--- src/rtl/ps2_direction_decoder_if.sv ---
// ps2_direction_decoder_if: raw PS/2 lines in, held-direction levels and scan-code strobes out
interface ps2_direction_decoder_if;
    logic       ps2_clk;
    logic       ps2_data;
    logic       up;
    logic       down;
    logic       left;
    logic       right;
    logic       code_valid;
    logic [7:0] code;
    logic       code_ext;
    logic       code_break;
    logic       frame_err;

    modport master (
        output ps2_clk, ps2_data,
        input  up, down, left, right, code_valid, code, code_ext, code_break, frame_err
    );

    modport slave (
        input  ps2_clk, ps2_data,
        output up, down, left, right, code_valid, code, code_ext, code_break, frame_err
    );
endinterface

--- src/rtl/ps2_direction_decoder.sv ---
// ps2_direction_decoder: PS/2 frame receiver that turns arrow/WASD scan codes into held-direction levels
module ps2_direction_decoder #(
    parameter int CLK_FILTER_LEN = 8,
    parameter int TIMEOUT_CYCLES = 200000
) (
    input logic                    clk,
    input logic                    reset,
    ps2_direction_decoder_if.slave bus
);
    typedef enum logic [1:0] {IDLE, DATA, PARITY, STOP} state_t;

    localparam int FW = $clog2(CLK_FILTER_LEN + 1);
    localparam int TW = $clog2(TIMEOUT_CYCLES + 1);

    logic [1:0]    clk_sync;
    logic [1:0]    data_sync;
    logic          filt_clk;
    logic [FW-1:0] filt_cnt;
    logic          fall;
    state_t        state;
    logic [2:0]    bit_cnt;
    logic [7:0]    shift;
    logic          par;
    logic          ext_pend;
    logic          brk_pend;
    logic [TW-1:0] idle_cnt;
    logic          good;

    // stop bit high and odd parity over data plus parity bit
    assign good = data_sync[1] && ^{shift, par};

    // two-flop synchronizers, idle-high so reset looks like a quiet bus
    always_ff @(posedge clk or negedge reset) begin
        if (!reset) begin
            clk_sync  <= 2'b11;
            data_sync <= 2'b11;
        end else begin
            clk_sync  <= {clk_sync[0], bus.ps2_clk};
            data_sync <= {data_sync[0], bus.ps2_data};
        end
    end

    // filtered clock flips only after CLK_FILTER_LEN consecutive differing samples; fall pulses on 1->0
    always_ff @(posedge clk or negedge reset) begin
        if (!reset) begin
            filt_clk <= 1'b1;
            filt_cnt <= '0;
            fall     <= 1'b0;
        end else begin
            fall <= 1'b0;
            if (clk_sync[1] == filt_clk) begin
                filt_cnt <= '0;
            end else if (filt_cnt == FW'(CLK_FILTER_LEN - 1)) begin
                filt_clk <= clk_sync[1];
                filt_cnt <= '0;
                fall     <= filt_clk;
            end else begin
                filt_cnt <= filt_cnt + 1'b1;
            end
        end
    end

    // frame FSM, prefix tracking and direction levels; idle_cnt counts cycles since the last fall
    always_ff @(posedge clk or negedge reset) begin
        if (!reset) begin
            state          <= IDLE;
            bit_cnt        <= '0;
            shift          <= '0;
            par            <= 1'b0;
            idle_cnt       <= '0;
            ext_pend       <= 1'b0;
            brk_pend       <= 1'b0;
            bus.code_valid <= 1'b0;
            bus.code       <= '0;
            bus.code_ext   <= 1'b0;
            bus.code_break <= 1'b0;
            bus.frame_err  <= 1'b0;
            bus.up         <= 1'b0;
            bus.down       <= 1'b0;
            bus.left       <= 1'b0;
            bus.right      <= 1'b0;
        end else begin
            bus.code_valid <= 1'b0;
            bus.frame_err  <= 1'b0;
            if (fall) begin
                idle_cnt <= (state == STOP || (state == IDLE && data_sync[1])) ? '0 : TW'(1);
                case (state)
                    IDLE: begin
                        if (!data_sync[1]) begin
                            state   <= DATA;
                            bit_cnt <= '0;
                        end
                    end
                    DATA: begin
                        shift   <= {data_sync[1], shift[7:1]};
                        bit_cnt <= bit_cnt + 1'b1;
                        if (bit_cnt == 3'd7) state <= PARITY;
                    end
                    PARITY: begin
                        par   <= data_sync[1];
                        state <= STOP;
                    end
                    default: begin
                        state <= IDLE;
                        if (!good) begin
                            bus.frame_err <= 1'b1;
                            ext_pend      <= 1'b0;
                            brk_pend      <= 1'b0;
                        end else if (shift == 8'hE0) begin
                            ext_pend <= 1'b1;
                        end else if (shift == 8'hF0) begin
                            brk_pend <= 1'b1;
                        end else begin
                            bus.code_valid <= 1'b1;
                            bus.code       <= shift;
                            bus.code_ext   <= ext_pend;
                            bus.code_break <= brk_pend;
                            ext_pend       <= 1'b0;
                            brk_pend       <= 1'b0;
                            if (ext_pend ? shift == 8'h75 : shift == 8'h1D) bus.up    <= !brk_pend;
                            if (ext_pend ? shift == 8'h72 : shift == 8'h1B) bus.down  <= !brk_pend;
                            if (ext_pend ? shift == 8'h6B : shift == 8'h1C) bus.left  <= !brk_pend;
                            if (ext_pend ? shift == 8'h74 : shift == 8'h23) bus.right <= !brk_pend;
                        end
                    end
                endcase
            end else if (state == IDLE) begin
                idle_cnt <= '0;
            end else if (idle_cnt == TW'(TIMEOUT_CYCLES - 1)) begin
                state         <= IDLE;
                idle_cnt      <= '0;
                bus.frame_err <= 1'b1;
                ext_pend      <= 1'b0;
                brk_pend      <= 1'b0;
            end else begin
                idle_cnt <= idle_cnt + 1'b1;
            end
        end
    end
endmodule
--- src/flat_wrapper.sv ---
// flat-port wrapper written by rule: the top's interface ports become plain ports
module ps2_direction_decoder_flat 
#(
    parameter int CLK_FILTER_LEN = 8,
    parameter int TIMEOUT_CYCLES = 200000
)
  (clk, reset, bus_ps2_clk, bus_ps2_data, bus_up, bus_down, bus_left, bus_right, bus_code_valid, bus_code, bus_code_ext, bus_code_break, bus_frame_err);
  ps2_direction_decoder_if bus_i ();
  input logic clk;
  input logic reset;
  input wire logic [$bits(bus_i.ps2_clk)-1:0] bus_ps2_clk;
  input wire logic [$bits(bus_i.ps2_data)-1:0] bus_ps2_data;
  output wire logic [$bits(bus_i.up)-1:0] bus_up;
  output wire logic [$bits(bus_i.down)-1:0] bus_down;
  output wire logic [$bits(bus_i.left)-1:0] bus_left;
  output wire logic [$bits(bus_i.right)-1:0] bus_right;
  output wire logic [$bits(bus_i.code_valid)-1:0] bus_code_valid;
  output wire logic [$bits(bus_i.code)-1:0] bus_code;
  output wire logic [$bits(bus_i.code_ext)-1:0] bus_code_ext;
  output wire logic [$bits(bus_i.code_break)-1:0] bus_code_break;
  output wire logic [$bits(bus_i.frame_err)-1:0] bus_frame_err;
  assign bus_i.ps2_clk = bus_ps2_clk;
  assign bus_i.ps2_data = bus_ps2_data;
  assign bus_up = bus_i.up;
  assign bus_down = bus_i.down;
  assign bus_left = bus_i.left;
  assign bus_right = bus_i.right;
  assign bus_code_valid = bus_i.code_valid;
  assign bus_code = bus_i.code;
  assign bus_code_ext = bus_i.code_ext;
  assign bus_code_break = bus_i.code_break;
  assign bus_frame_err = bus_i.frame_err;
  ps2_direction_decoder #(.CLK_FILTER_LEN(CLK_FILTER_LEN), .TIMEOUT_CYCLES(TIMEOUT_CYCLES)) u_core (.clk(clk), .reset(reset), .bus(bus_i));
endmodule
--- config.mk ---
export PLATFORM = sky130hd
export DESIGN_NAME = ps2_direction_decoder_flat
export DESIGN_NICKNAME = d
export VERILOG_FILES = /design/src/rtl/ps2_direction_decoder_if.sv /design/src/rtl/ps2_direction_decoder.sv /design/src/flat_wrapper.sv
export SDC_FILE = /design/constraint.sdc
export NUM_CORES = 1
export LEC_CHECK = 0
export BUFFER_PORTS_ARGS = -buffer_cell sky130_fd_sc_hd__buf_2
export CORE_MARGIN = 5
export CORE_UTILIZATION = 56
export CTS_BUF_LIST = sky130_fd_sc_hd__clkbuf_2 sky130_fd_sc_hd__clkbuf_4 sky130_fd_sc_hd__clkbuf_8
export CTS_CLUSTER_DIAMETER = 120
export CTS_CLUSTER_SIZE = 40
export DETAILED_ROUTE_END_ITERATION = 6
export PLACE_DENSITY = 0.89
export SYNTH_ARGS = -nofsm -noshare
export SYNTH_HDL_FRONTEND = slang
export SYNTH_SLANG_ARGS = --single-unit
--- constraint.sdc ---
create_clock -name clk -period 1.95 [get_ports clk]
set_input_delay 0.2925 -clock clk [delete_from_list [all_inputs] [get_ports clk]]
set_output_delay 0.2925 -clock clk [all_outputs]
set_load 0.01 [all_outputs]
==> results of run 1 <==
==> cell type report <==
| type | instances | area [µm²] | area share |
|---|---|---|---|
| Clock buffer | 10 | 137.6 | 0.03738 |
| Timing Repair Buffer | 58 | 431.7 | 0.1172 |
| Tap cell | 70 | 87.58 | 0.02379 |
| Inverter | 12 | 45.04 | 0.01223 |
| Multi-Input combinational cell | 174 | 1433 | 0.3891 |
| Clock inverter | 6 | 40.04 | 0.01087 |
| Sequential cell | 60 | 1508 | 0.4094 |
==> layout by cell type, fill, tap and decap left out, types with 3 or more instances in the layout <==
cell        instances
nor3_1              5
ha_1                9
inv_1              12
mux2_4              7
buf_12              3
buf_2              19
nand2_1            13
dfrtp_1            55
dfstp_2             5
mux2_2             13
clkbuf_8           10
and3_1              4
mux2i_1             4
nand3b_1            3
clkinvlp_4          4
nand3_1            16
nor2_1             26
xnor2_1            12
a21oi_1             4
buf_4              34
o21ai_0             3
xor2_1              9
nand4_1             4
==> layer usage <==
layer / vias to the layer above / global-route usage
met5: - / 0
met4: 0 / 0.08472
met3: 11 / 0.06833
met2: 50 / 0.3582
met1: 1107 / 0.2302
li1: 1004 / -
==> worst reg2reg max path, stage by stage (launching register included) <==
cell and delay, ns:
dfrtp_1 0.48, xor2_1 0.24, xnor3_2 0.47, mux2i_4 0.34
buf_12 0.17, mux2_4 0.29
==> power breakdown <==
part           switching, µW  leakage (µW)  internal [µW]
registers               28.6      0.000819           1290
logic                   63.6      0.000810           54.7
clock network            497     0.0000803            489
total                    589       0.00171           1840
==> worst paths after layout <==
check | slack [ns] | depth (start not counted) | end | startpoint
min in group asynchronous | 0.44 | 2 | u_core.shift[4]$_DFFE_PN0P_ | reset
max | -0.15 | 5 | u_core.bus.code[0]$_DFFE_PN0P_ | u_core.shift[2]$_DFFE_PN0P_
min reg2reg | 0.36 | 0 | u_core.clk_sync[1]$_DFF_PN1_ | u_core.clk_sync[0]$_DFF_PN1_
max in group asynchronous | 0.92 | 3 | u_core.idle_cnt[12]$_DFF_PN0_ | reset
min | 0.04 | 1 | u_core.data_sync[0]$_DFF_PN1_ | bus_ps2_data
max reg2reg | -0.15 | 5 | u_core.bus.code[0]$_DFFE_PN0P_ | u_core.shift[2]$_DFFE_PN0P_
==> cells in the mapped netlist (5+ instances only) <==
cell type | number | area, µm²
xnor2_1 | 13 | 113.9
mux2_4 | 7 | 105.1
nand2_1 | 13 | 48.80
dfrtp_1 | 55 | 1376
ha_1 | 9 | 112.6
mux2_2 | 13 | 146.4
dfstp_2 | 5 | 131.4
inv_1 | 12 | 45.04
nor2_1 | 26 | 97.59
nor3_1 | 5 | 25.02
xor2_1 | 9 | 78.83
nand3_1 | 16 | 80.08
==> metrics by stage <==
stage	instances	hold slack, ns	instance area, µm²	util
floorplan	253	-0.003091	2952	-
detailed placement	363	0.2809	3311	0.6482
global route	390	0.02231	3682	0.7210
CTS	387	0.02608	3640	0.7126
global placement	363	0.2710	3311	0.6482
finish	390	0.04051	3682	0.7210
==> state kept, by name, summed over array words and instances (netlist names), 2 cells and up <==
| name | flops |
|---|---|
| u_core.shift | 8 |
| u_core.filt_cnt | 4 |
| u_core.data_sync | 2 |
| u_core.clk_sync | 2 |
| u_core.bit_cnt | 3 |
| u_core.idle_cnt | 18 |
| u_core.bus.code | 8 |
| u_core.state | 2 |
==> logic make-up after synthesis <==
kind of cell,synth area share
AO/OA/AOI/OAI,0.05202
XOR/XNOR,0.08955
adder cells (fa/ha/maj),0.03838
buffers and inverters,0.03028
flip-flops,0.5139
multiplexers,0.1070
AND/OR/NAND/NOR,0.1689
==> repair_timing <==
item,in CTS,in global routing
endpoints found under the setup margin,15,14
hold buffers,1,0
cloned,1,0
hold endpoints to repair,19,0
gates resized for setup,8,5
buffers inserted,6,4
pin swaps,3,0
==> results by stage, run 1 <==
Clock tree:
- The H-tree level count is 3.
- The clock tree root driver cell is clkbuf_8.
- Counting the buffers created by CTS gives 9.
- The clock passes through at most 2 buffers.
- The clock transition at the register clock pins on the worst setup and hold paths after CTS is 0.07 ns.
- TritonCTS built the clock tree.
- The number of clock sinks seen by CTS is 60.
- The clock latency on the worst-skew pair is 0.34 ns.

Setup path:
- The maximum single-stage delay on the critical path is 0.48 ns.
- Along the worst path, the maximum fanout reaches 5.
- The type of origin of the critical path is a register.
- The number of buffer and inverter stages on the critical path is 1.
- The cell at the slowest stage of the critical path is dfrtp_1.
- Walking the worst path, the cells encountered are xor2_1 -> xnor3_2 -> mux2i_4 -> buf_12 -> mux2_4.
- The required time at the endpoint of the critical path is 2.17 ns.
- The category of the worst setup path capture point is a register.
- The worst endpoint data arrival time is 2.33 ns.
- The critical setup path kind is register to register.
- The cell type group with the largest total delay on the critical path is XOR/XNOR gates.

Detailed routing:
- After detailed routing, the met3 layer carries 293 µm of wire.
- After detailed routing, the total wire length is 6.563 mm.
- The DRC marker count from the first detailed-route iteration is 112.
- The number of optimization iterations in the first detailed-route pass is 4.
- The average wire length per cell after detail routing is 16.83 µm.
- The number of nets still failing antenna checks after routing is 0.
- The total length of routed met2 wires is 3.472 mm.
- After detailed routing, the number of vias per cell comes to 5.569.
- For this block, the via count after detailed routing is 2172.
- The detailed router put a total of 2.688 mm of wire on met1.
- In the routed design, unresolved DRC markers number 0.
- The uppermost metal layer occupied by signal nets is met4.

Timing:
- Setup total negative slack on the finished layout was measured at -1.449 ns.
- The number of slew-limit violations in the final report is 0.
- For the final database, setup skew stands at 0.007501 ns.
- Setup repair after global routing could not meet its margin everywhere.
- The count of endpoints failing hold in the final timing report is 0.
- The time the worst path needs with I/O delays and setup is 2.101 ns.
- Setup violations remaining at the end of the flow were counted as 13.
- The least setup slack across all paths after layout is -0.1509 ns.
- The transition time of the tightest slew-check pin is 0.4809 ns.
- The max-slew headroom at the worst pin is 0.6750.
- Derived from the worst setup path, the maximum achievable clock frequency is 0.4760 GHz.
- The final critical-path share of the clock period is 1.077.

Place:
- The placed wire-length estimate is 3.924 mm.
- The number of port buffers is 19.
- The pre-CTS setup slack is -0.2385 ns.
- At the end of routability-driven placement, the weighted congestion stood at 0.8567.

Status:
- The flow ran to the end, but the final reports show violations.
- The checks that failed: setup timing.

Die:
- Measured along the y axis, the die boundary spans 82.39 µm.
- The total die area is 6787 µm².
- The cell row count is 26.
- For this configuration, the core starts out at a cell density of 0.5745.
- The core region is 5107 µm².
- In this run the horizontal extent of the chip is 82.39 µm.
- Pin placement for this block handled 20 I/O pins.

Power and ir drop:
- The leakage power summed over all cells is 0.001709 µW.
- Summing internal, switching and leakage power gives 2425 µW.
- The total power divided by cell area is 658.6 nW/µm².
- The maximum VDD drop is 774.7 µV.

Global route:
- Across every metal layer, demand over resource in global routing totals 0.2059.
- The first global-routing pass estimated 10.13 mm of wire.
- The initial antenna violation count was 0.
- The via count of the first global-routing pass was 2142.
- The total overflow left after global routing is 0.
- The pin count of the biggest net entering global routing is 27.

Synthesis:
- The count of yosys warnings during synthesis is 0.
- The post-synthesis net count is 266.
- The post-synthesis instance area is 2934 µm².
- Counting flops and latches in the post-synthesis netlist gives 60.
- The average cell area after synthesis is 11.60 µm².
- The number of standard cells after synthesis is 253.
- The most used flip-flop cell after synthesis is dfrtp_1.
- The distinct cell type count after synthesis is 50.
- The share of flip-flops with an asynchronous set or reset after synthesis is 1.000.
- The number of synthesized flops with an enable pin is 0.
- Of the synthesized area, sequential elements account for 0.5139.

Cells and area:
- The repair_antennas step left the layout with diodes totalling 0.
- The total of fill cells in the finished design is 338.
- The fraction of layout instances using a drive strength above 1 is 0.3438.
- The layout net count is 328.
- Relative to the synthesized area, the layout overhead comes to 25.50%.

Min path:
- The worst hold-check path type is input pin to register.

Job:
- The max capacitance violation total is 0.
(Power assumes the default switching activity.)
==> run 2: changes to the inputs <==
CORE_ASPECT_RATIO = 1.5   (was not set)
==> results by stage, run 2 (synthesized netlist as in run 1, its figures left out) <==
Cells and area:
- The most common library cell in the layout ignoring fill and taps was dfrtp_1 (unchanged).
- Highest-count cells in the layout ignoring fill and taps: dfrtp_1, buf_4, nor2_1 (unchanged).
- The post-synthesis to final-layout area growth is 25.84% (was 25.50%).
- The fraction of layout instances using a drive strength above 1 came to 0.3489 (was 0.3438).
- The largest register by flop count is u_core.idle_cnt (unchanged).
- The layout net count is 329 (was 328).
- The number of flip-flops under the largest register name came to 18 (unchanged).
- The number of diodes added for antenna fixing is 0 (unchanged).
- The non-filler instance count after layout is 389 (was 390).
- Biggest regs: u_core.idle_cnt: 18 flops, u_core.bus.code: 8 flops, u_core.shift: 8 flops (unchanged).

Power and ir drop:
- The maximum VDD drop came to 693.0 µV (was 774.7 µV).
- The leakage power summed over all cells is 0.001733 µW (was 0.001709 µW).
- The total power divided by cell area came to 706.3 nW/µm² (was 658.6 nW/µm²).

Min path:
- The worst min-delay path endpoint is u_core.clk_sync[0]$_DFF_PN1_ (was u_core.data_sync[0]$_DFF_PN1_).
- The worst hold-check path type was input pin to register (unchanged).
- The cell depth of the worst hold path came to 1 (unchanged).
- The startpoint of the lowest-slack hold path is bus_ps2_clk (was bus_ps2_data).

Setup path:
- The type of origin of the critical path is a register (unchanged).
- The required time at the endpoint of the critical path is 2.17 ns (about the same).
- The maximum fanout encountered on the critical timing path is 8 (was 5).
- The category of the worst setup path capture point is a register (unchanged).
- The number of cells on the worst reg-to-reg path is 7 (was 5).
- The setup slack of the most critical reg-to-reg path is -0.10 ns (was -0.15 ns).
- The worst endpoint data arrival time is 2.28 ns (was 2.33 ns).
- The critical register-to-register path endpoint is u_core.bus.up$_DFFE_PN0P_ (was u_core.bus.code[0]$_DFFE_PN0P_).
- The beginning of the worst register-to-register path was u_core.shift[0]$_DFFE_PN0P_ (was u_core.shift[2]$_DFFE_PN0P_).
- The critical setup path kind is register to register (unchanged).

Detailed routing:
- The number of nets still failing antenna checks after routing was 0 (unchanged).
- The number of vias after detailed routing was 2177 (was 2172).
- The average wire length per cell after detail routing is 16.61 µm (was 16.83 µm).
- The DRC marker count from the first detailed-route iteration is 110 (was 112).
- The number of optimization iterations in the first detailed-route pass is 4 (unchanged).
- The final wirelength came to 6.462 mm (was 6.563 mm).
- The remaining routing DRC violations was 0 (unchanged).
- The via-per-instance ratio is 5.596 (was 5.569).

Die:
- The cell row count was 32 (was 26).
- The initial cell density of the core came to 0.5725 (was 0.5745).
- The top-level I/O count is 20 (unchanged).
- The total die area is 6817 µm² (was 6787 µm²).
- The floorplan die width was 69.10 µm (was 82.39 µm).
- The core box area is 5125 µm² (was 5107 µm²).
- The vertical die dimension is 98.65 µm (was 82.39 µm).

Clock tree:
- The TritonCTS clock tree is yes (unchanged).
- The clock tree root driver cell was clkbuf_8 (unchanged).
- The number of clock sinks seen by CTS is 60 (unchanged).
- The clock latency on the worst-skew pair came to 0.34 ns (about the same).
- The maximum buffer depth of the clock tree is 2 (unchanged).
- The clock transition at the register clock pins on the worst setup and hold paths after CTS came to 0.07 ns (about the same).
- The number of clock buffers inserted by TritonCTS came to 9 (unchanged).
- The H-tree level count came to 3 (unchanged).

Global route:
- The combined global-route utilization of all metal layers was 0.1919 (was 0.2059).
- The via count of the first global-routing pass came to 2172 (was 2142).
- The global-route wire length before repair is 10.16 mm (was 10.13 mm).
- The initial antenna violation count was 0 (unchanged).
- The residual overflow from global routing is 0 (unchanged).
- The pin count of the biggest net entering global routing is 30 (was 27).

Place:
- The number of port buffers is 19 (unchanged).
- The pre-CTS setup slack came to -0.1875 ns (was -0.2385 ns).
- The placed wire-length estimate is 4.003 mm (was 3.924 mm).
- The placer congestion estimate is 0.8422 (was 0.8567).
- The placed cell count is 361 (was 363).

Timing:
- The transition time of the tightest slew-check pin is 0.4877 ns (was 0.4809 ns).
- The count of final setup violators is 13 (unchanged).
- The count of endpoints failing hold in the final timing report came to 0 (unchanged).
- The max-slew headroom at the worst pin is 0.6679 (was 0.6750).
- The number of slew-limit violations in the final report is 0 (unchanged).
- The time the worst path needs with I/O delays and setup is 2.055 ns (was 2.101 ns).
- The least setup slack across all paths after layout came to -0.1047 ns (was -0.1509 ns).
- The highest clock frequency the design can meet is 0.4867 GHz (was 0.4760 GHz).
- The sum of negative setup slack is -0.8559 ns (was -1.449 ns).
- The post-route clock skew is 0.007270 ns (was 0.007501 ns).
- Setup repair after global routing missed its margin: yes (unchanged).
- The final critical-path share of the clock period was 1.054 (was 1.077).

Status:
- Failing checks: setup timing (unchanged).
- Result of the run: finished with violations (unchanged).

Job:
- The max capacitance violation total is 0 (unchanged).
## run 2: how the worst max path moves through the flow
stage | from | endpoint | slack (ns) | cells after the start
after global placement | u_core.shift[7]$_DFFE_PN0P_ | u_core.bus.code[7]$_DFFE_PN0P_ | -0.15 | 4
after CTS | u_core.shift[4]$_DFFE_PN0P_ | u_core.bus.down$_DFFE_PN0P_ | -0.08 | 5
after detailed placement | u_core.shift[4]$_DFFE_PN0P_ | u_core.bus.code[7]$_DFFE_PN0P_ | -0.19 | 4
after global routing | u_core.shift[0]$_DFFE_PN0P_ | u_core.bus.down$_DFFE_PN0P_ | -0.16 | 6
after floorplan | u_core.shift[4]$_DFFE_PN0P_ | u_core.bus.code[0]$_DFFE_PN0P_ | -0.05 | 6
final | u_core.shift[0]$_DFFE_PN0P_ | u_core.bus.up$_DFFE_PN0P_ | -0.10 | 7
## run 2: stage by stage
stage	hold slack (ns)	area (µm²)	power, µW	utilization
after floorplan	-0.003091	2952	1407	-
after global placement	0.2346	3308	1455	0.6455
after detailed placement	0.2431	3308	1464	0.6455
after CTS	0.02378	3602	2636	0.7029
after global routing	0.01963	3692	2727	0.7205
final	0.04280	3692	2608	0.7205
## run 2: area by class of cell
cell class,count,area (µm²)
tap,68,85.08
fill,348,1433
sequential,60,1509
inverter,12,45.04
timing repair buffer,59,422.9
multi-input combinational,174,1419
clock buffer,11,151.4
clock inverter,5,60.06
## run 2: timing repair
action,in CTS,in global routing
buffers inserted,3,8
cloned,1,0
endpoints found under the hold margin,15,0
resized for setup,5,5
hold buffers,1,0
setup endpoints to repair,14,14
pin swaps,1,7
## run 2: critical path, stage by stage (launching register included)
cell and delay (ns):
dfrtp_1 0.43, xor3_2 0.50, a211oi_4 0.27, buf_4 0.18, mux2i_4 0.06, buf_12 0.15, nand4b_1 0.18, mux2i_1 0.15
## run 2: where the power goes
part | internal (µW) | leakage (µW) | switching [µW] | total (µW)
clock | 659 | 0.0000938 | 508 | 1170
sequential | 1290 | 0.000817 | 26.7 | 1320
combinational | 54.5 | 0.000822 | 67.7 | 122
## run 2: routing by layer
layer  routed length (µm)  GRT usage  part of all wire  vias up
li1                     -          -                 -     1008
met1                 2391     0.1971              0.37     1069
met2                 3494     0.3456              0.54       71
met3                  308    0.05714             0.048       29
met4                  267     0.1038             0.041        0
met5                    0          0                 0        -
==> run 3: changes to the inputs <==
CORE_MARGIN = 8   (was 5)
clock period = 1.85 ns   (was 1.95 ns; I/O delays follow)
==> results by stage, run 3 (synthesized netlist as in run 1, its figures left out) <==
Timing:
- The time the worst path needs with I/O delays and setup was 2.045 ns (was 2.055 ns).
- The least setup slack across all paths after layout is -0.1952 ns (was -0.1047 ns).
- Setup repair after global routing missed its margin: yes (unchanged).
- The number of slew-limit violations in the final report is 0 (unchanged).
- The highest clock frequency the design can meet is 0.4890 GHz (was 0.4867 GHz).
- The final critical-path share of the clock period is 1.106 (was 1.054).
- The transition time of the tightest slew-check pin is 0.4721 ns (was 0.4877 ns).
- The sum of negative setup slack is -1.794 ns (was -0.8559 ns).
- The max-slew headroom at the worst pin is 0.6786 (was 0.6679).
- The count of final setup violators came to 14 (was 13).
- The count of endpoints failing hold in the final timing report was 0 (unchanged).
- The post-route clock skew is 0.008447 ns (was 0.007270 ns).

Power and ir drop:
- The part of the power in combinational logic is 0.045 (was 0.047).
- The maximum VDD drop is 756.0 µV (was 693.0 µV).
- The part of the total power dissipated in the clock network is 0.456 (was 0.447).
- The internal power is 2170 µW (was 2005 µW).
- The total net switching power is 622.6 µW (was 602.4 µW).
- The total power divided by cell area is 750.5 nW/µm² (was 706.3 nW/µm²).
- The relative contribution of sequential cells to total power is 0.499 (was 0.506).
- The leakage power summed over all cells is 0.001750 µW (was 0.001733 µW).
- The total power after layout is 2793 µW (was 2608 µW).
- The proportion of total power due to net switching was 0.2229 (was 0.2310).

Global route:
- The global-route wire length before repair was 10.22 mm (was 10.16 mm).
- The residual overflow from global routing is 0 (unchanged).
- The combined global-route utilization of all metal layers came to 0.1728 (was 0.1919).
- The initial antenna violation count was 0 (unchanged).
- The via count of the first global-routing pass was 2140 (was 2172).
- The pin count of the biggest net entering global routing is 61 (was 30).

Die:
- The core box area was 5085 µm² (was 5125 µm²).
- The top-level I/O count is 20 (unchanged).
- The vertical die dimension is 104.7 µm (was 98.65 µm).
- The total die area came to 7859 µm² (was 6817 µm²).
- The cell row count is 32 (unchanged).
- The initial cell density of the core is 0.5770 (was 0.5725).
- The floorplan die width was 75.10 µm (was 69.10 µm).

Detailed routing:
- The DRC marker count from the first detailed-route iteration is 133 (was 110).
- The final wirelength is 6.479 mm (was 6.462 mm).
- The number of vias after detailed routing is 2136 (was 2177).
- The number of optimization iterations in the first detailed-route pass is 4 (unchanged).
- The number of nets still failing antenna checks after routing is 0 (unchanged).
- The average wire length per cell after detail routing was 16.66 µm (was 16.61 µm).
- The via-per-instance ratio is 5.491 (was 5.596).
- The remaining routing DRC violations was 0 (unchanged).

Status:
- Failing checks: setup timing (unchanged).
- Result of the run: finished with violations (unchanged).

Setup path:
- The category of the worst setup path capture point is a register (unchanged).
- The worst endpoint data arrival time is 2.27 ns (was 2.28 ns).
- The maximum fanout encountered on the critical timing path is 7 (was 8).
- The required time at the endpoint of the critical path is 2.08 ns (was 2.17 ns).
- The critical setup path kind is register to register (unchanged).
- The type of origin of the critical path is a register (unchanged).

Clock tree:
- The maximum buffer depth of the clock tree is 2 (unchanged).
- The TritonCTS clock tree is yes (unchanged).
- The clock tree root driver cell is clkbuf_8 (unchanged).
- The number of clock buffers inserted by TritonCTS was 9 (unchanged).
- The clock transition at the register clock pins on the worst setup and hold paths after CTS was 0.07 ns (about the same).
- The H-tree level count was 3 (unchanged).
- The number of clock sinks seen by CTS is 60 (unchanged).
- The clock latency on the worst-skew pair came to 0.34 ns (about the same).

Cells and area:
- Biggest regs: u_core.idle_cnt: 18 flops, u_core.bus.code: 8 flops, u_core.shift: 8 flops (unchanged).
- The number of diodes added for antenna fixing is 0 (unchanged).
- The fraction of layout instances using a drive strength above 1 is 0.3583 (was 0.3489).
- The most common library cell in the layout ignoring fill and taps is dfrtp_1 (unchanged).
- The post-synthesis to final-layout area growth is 26.82% (was 25.84%).
- The final standard cell area without fillers was 3721 µm² (was 3692 µm²).
- The end-of-flow core utilization is 0.7318 (was 0.7205).
- The number of flip-flops under the largest register name is 18 (unchanged).
- The layout net count is 329 (unchanged).
- Highest-count cells in the layout ignoring fill and taps: dfrtp_1, buf_4, nor2_1 (unchanged).
- The largest register by flop count is u_core.idle_cnt (unchanged).

Place:
- The cell area reported after detailed placement came to 3323 µm² (was 3308 µm²).
- The placed wire-length estimate is 3.944 mm (was 4.003 mm).
- The pre-CTS setup slack is -0.3158 ns (was -0.1875 ns).
- The placer congestion estimate is 0.7970 (was 0.8422).
- The number of port buffers is 19 (unchanged).

Job:
- The max capacitance violation total was 0 (unchanged).

Min path:
- The worst hold-check path type was input pin to register (unchanged).
run 3: area by class of cell:
cell class              instances  area [µm²]
clock buffers                   9       123.9
inverters                      12       45.04
clock inverters                 7       91.34
repair buffers                 59       426.7
fillers                       326        1364
multi-input cells             174        1439
flip-flops and latches         60        1510
well taps                      68       85.08
run 3: final timing paths:
path,startpoint,cells after the start,end,slack (ns)
max in group asynchronous,reset,3,u_core.data_sync[0]$_DFF_PN1_,1.06
min reg2reg,u_core.data_sync[0]$_DFF_PN1_,0,u_core.data_sync[1]$_DFF_PN1_,0.36
max,u_core.shift[2]$_DFFE_PN0P_,6,u_core.bus.code[3]$_DFFE_PN0P_,-0.20
min,bus_ps2_clk,1,u_core.clk_sync[0]$_DFF_PN1_,0.03
max reg2reg,u_core.shift[2]$_DFFE_PN0P_,6,u_core.bus.code[3]$_DFFE_PN0P_,-0.20
min in group asynchronous,reset,3,u_core.bus.code[2]$_DFFE_PN0P_,0.47
run 3: stage by stage:
| stage | hold WS (ns) | std cells |
|---|---|---|
| 6_report | 0.03097 | 389 |
| 5_1_grt | 0.01280 | 389 |
| 4_1_cts | 0.01729 | 388 |
| 3_5_place_dp | 0.3139 | 363 |
| 3_3_place_gp | 0.3052 | 363 |
| 2_1_floorplan | -0.01809 | 253 |
run 3: timing repair:
item	CTS	global route
resized for setup	9	7
hold endpoints to repair	55	0
cloned	1	0
setup buffers	7	2
endpoints found under the setup margin	15	26
hold buffers	1	0
pin swaps	5	1
run 3: power groups by stage:
| stage | logic, µW | registers (µW) | clock network, µW |
|---|---|---|---|
| floorplan | 72.4 | 1410 | 0 |
| global placement | 118 | 1410 | 0 |
| detailed placement | 125 | 1420 | 0 |
| CTS | 129 | 1390 | 1300 |
| global route | 142 | 1400 | 1360 |
| finish | 124 | 1390 | 1270 |
run 3: worst max-delay path, cell delays in order, from the launching register on:
cell and delay (ns):
dfrtp_1 0.43, nor4bb_1 0.32, buf_4 0.19, a211oi_2 0.07, buf_4 0.17, mux2i_4 0.40, mux2_4 0.35
run 3: metal layers:
| metal | wire length [µm] | share of wire | global-route usage |
|---|---|---|---|
| met2 | 3581 | 0.55 | 0.2959 |
| met1 | 2528 | 0.39 | 0.1875 |
| met4 | 110 | 0.017 | 0.07183 |
| met5 | 0 | 0 | 0 |
| met3 | 258 | 0.040 | 0.05167 |
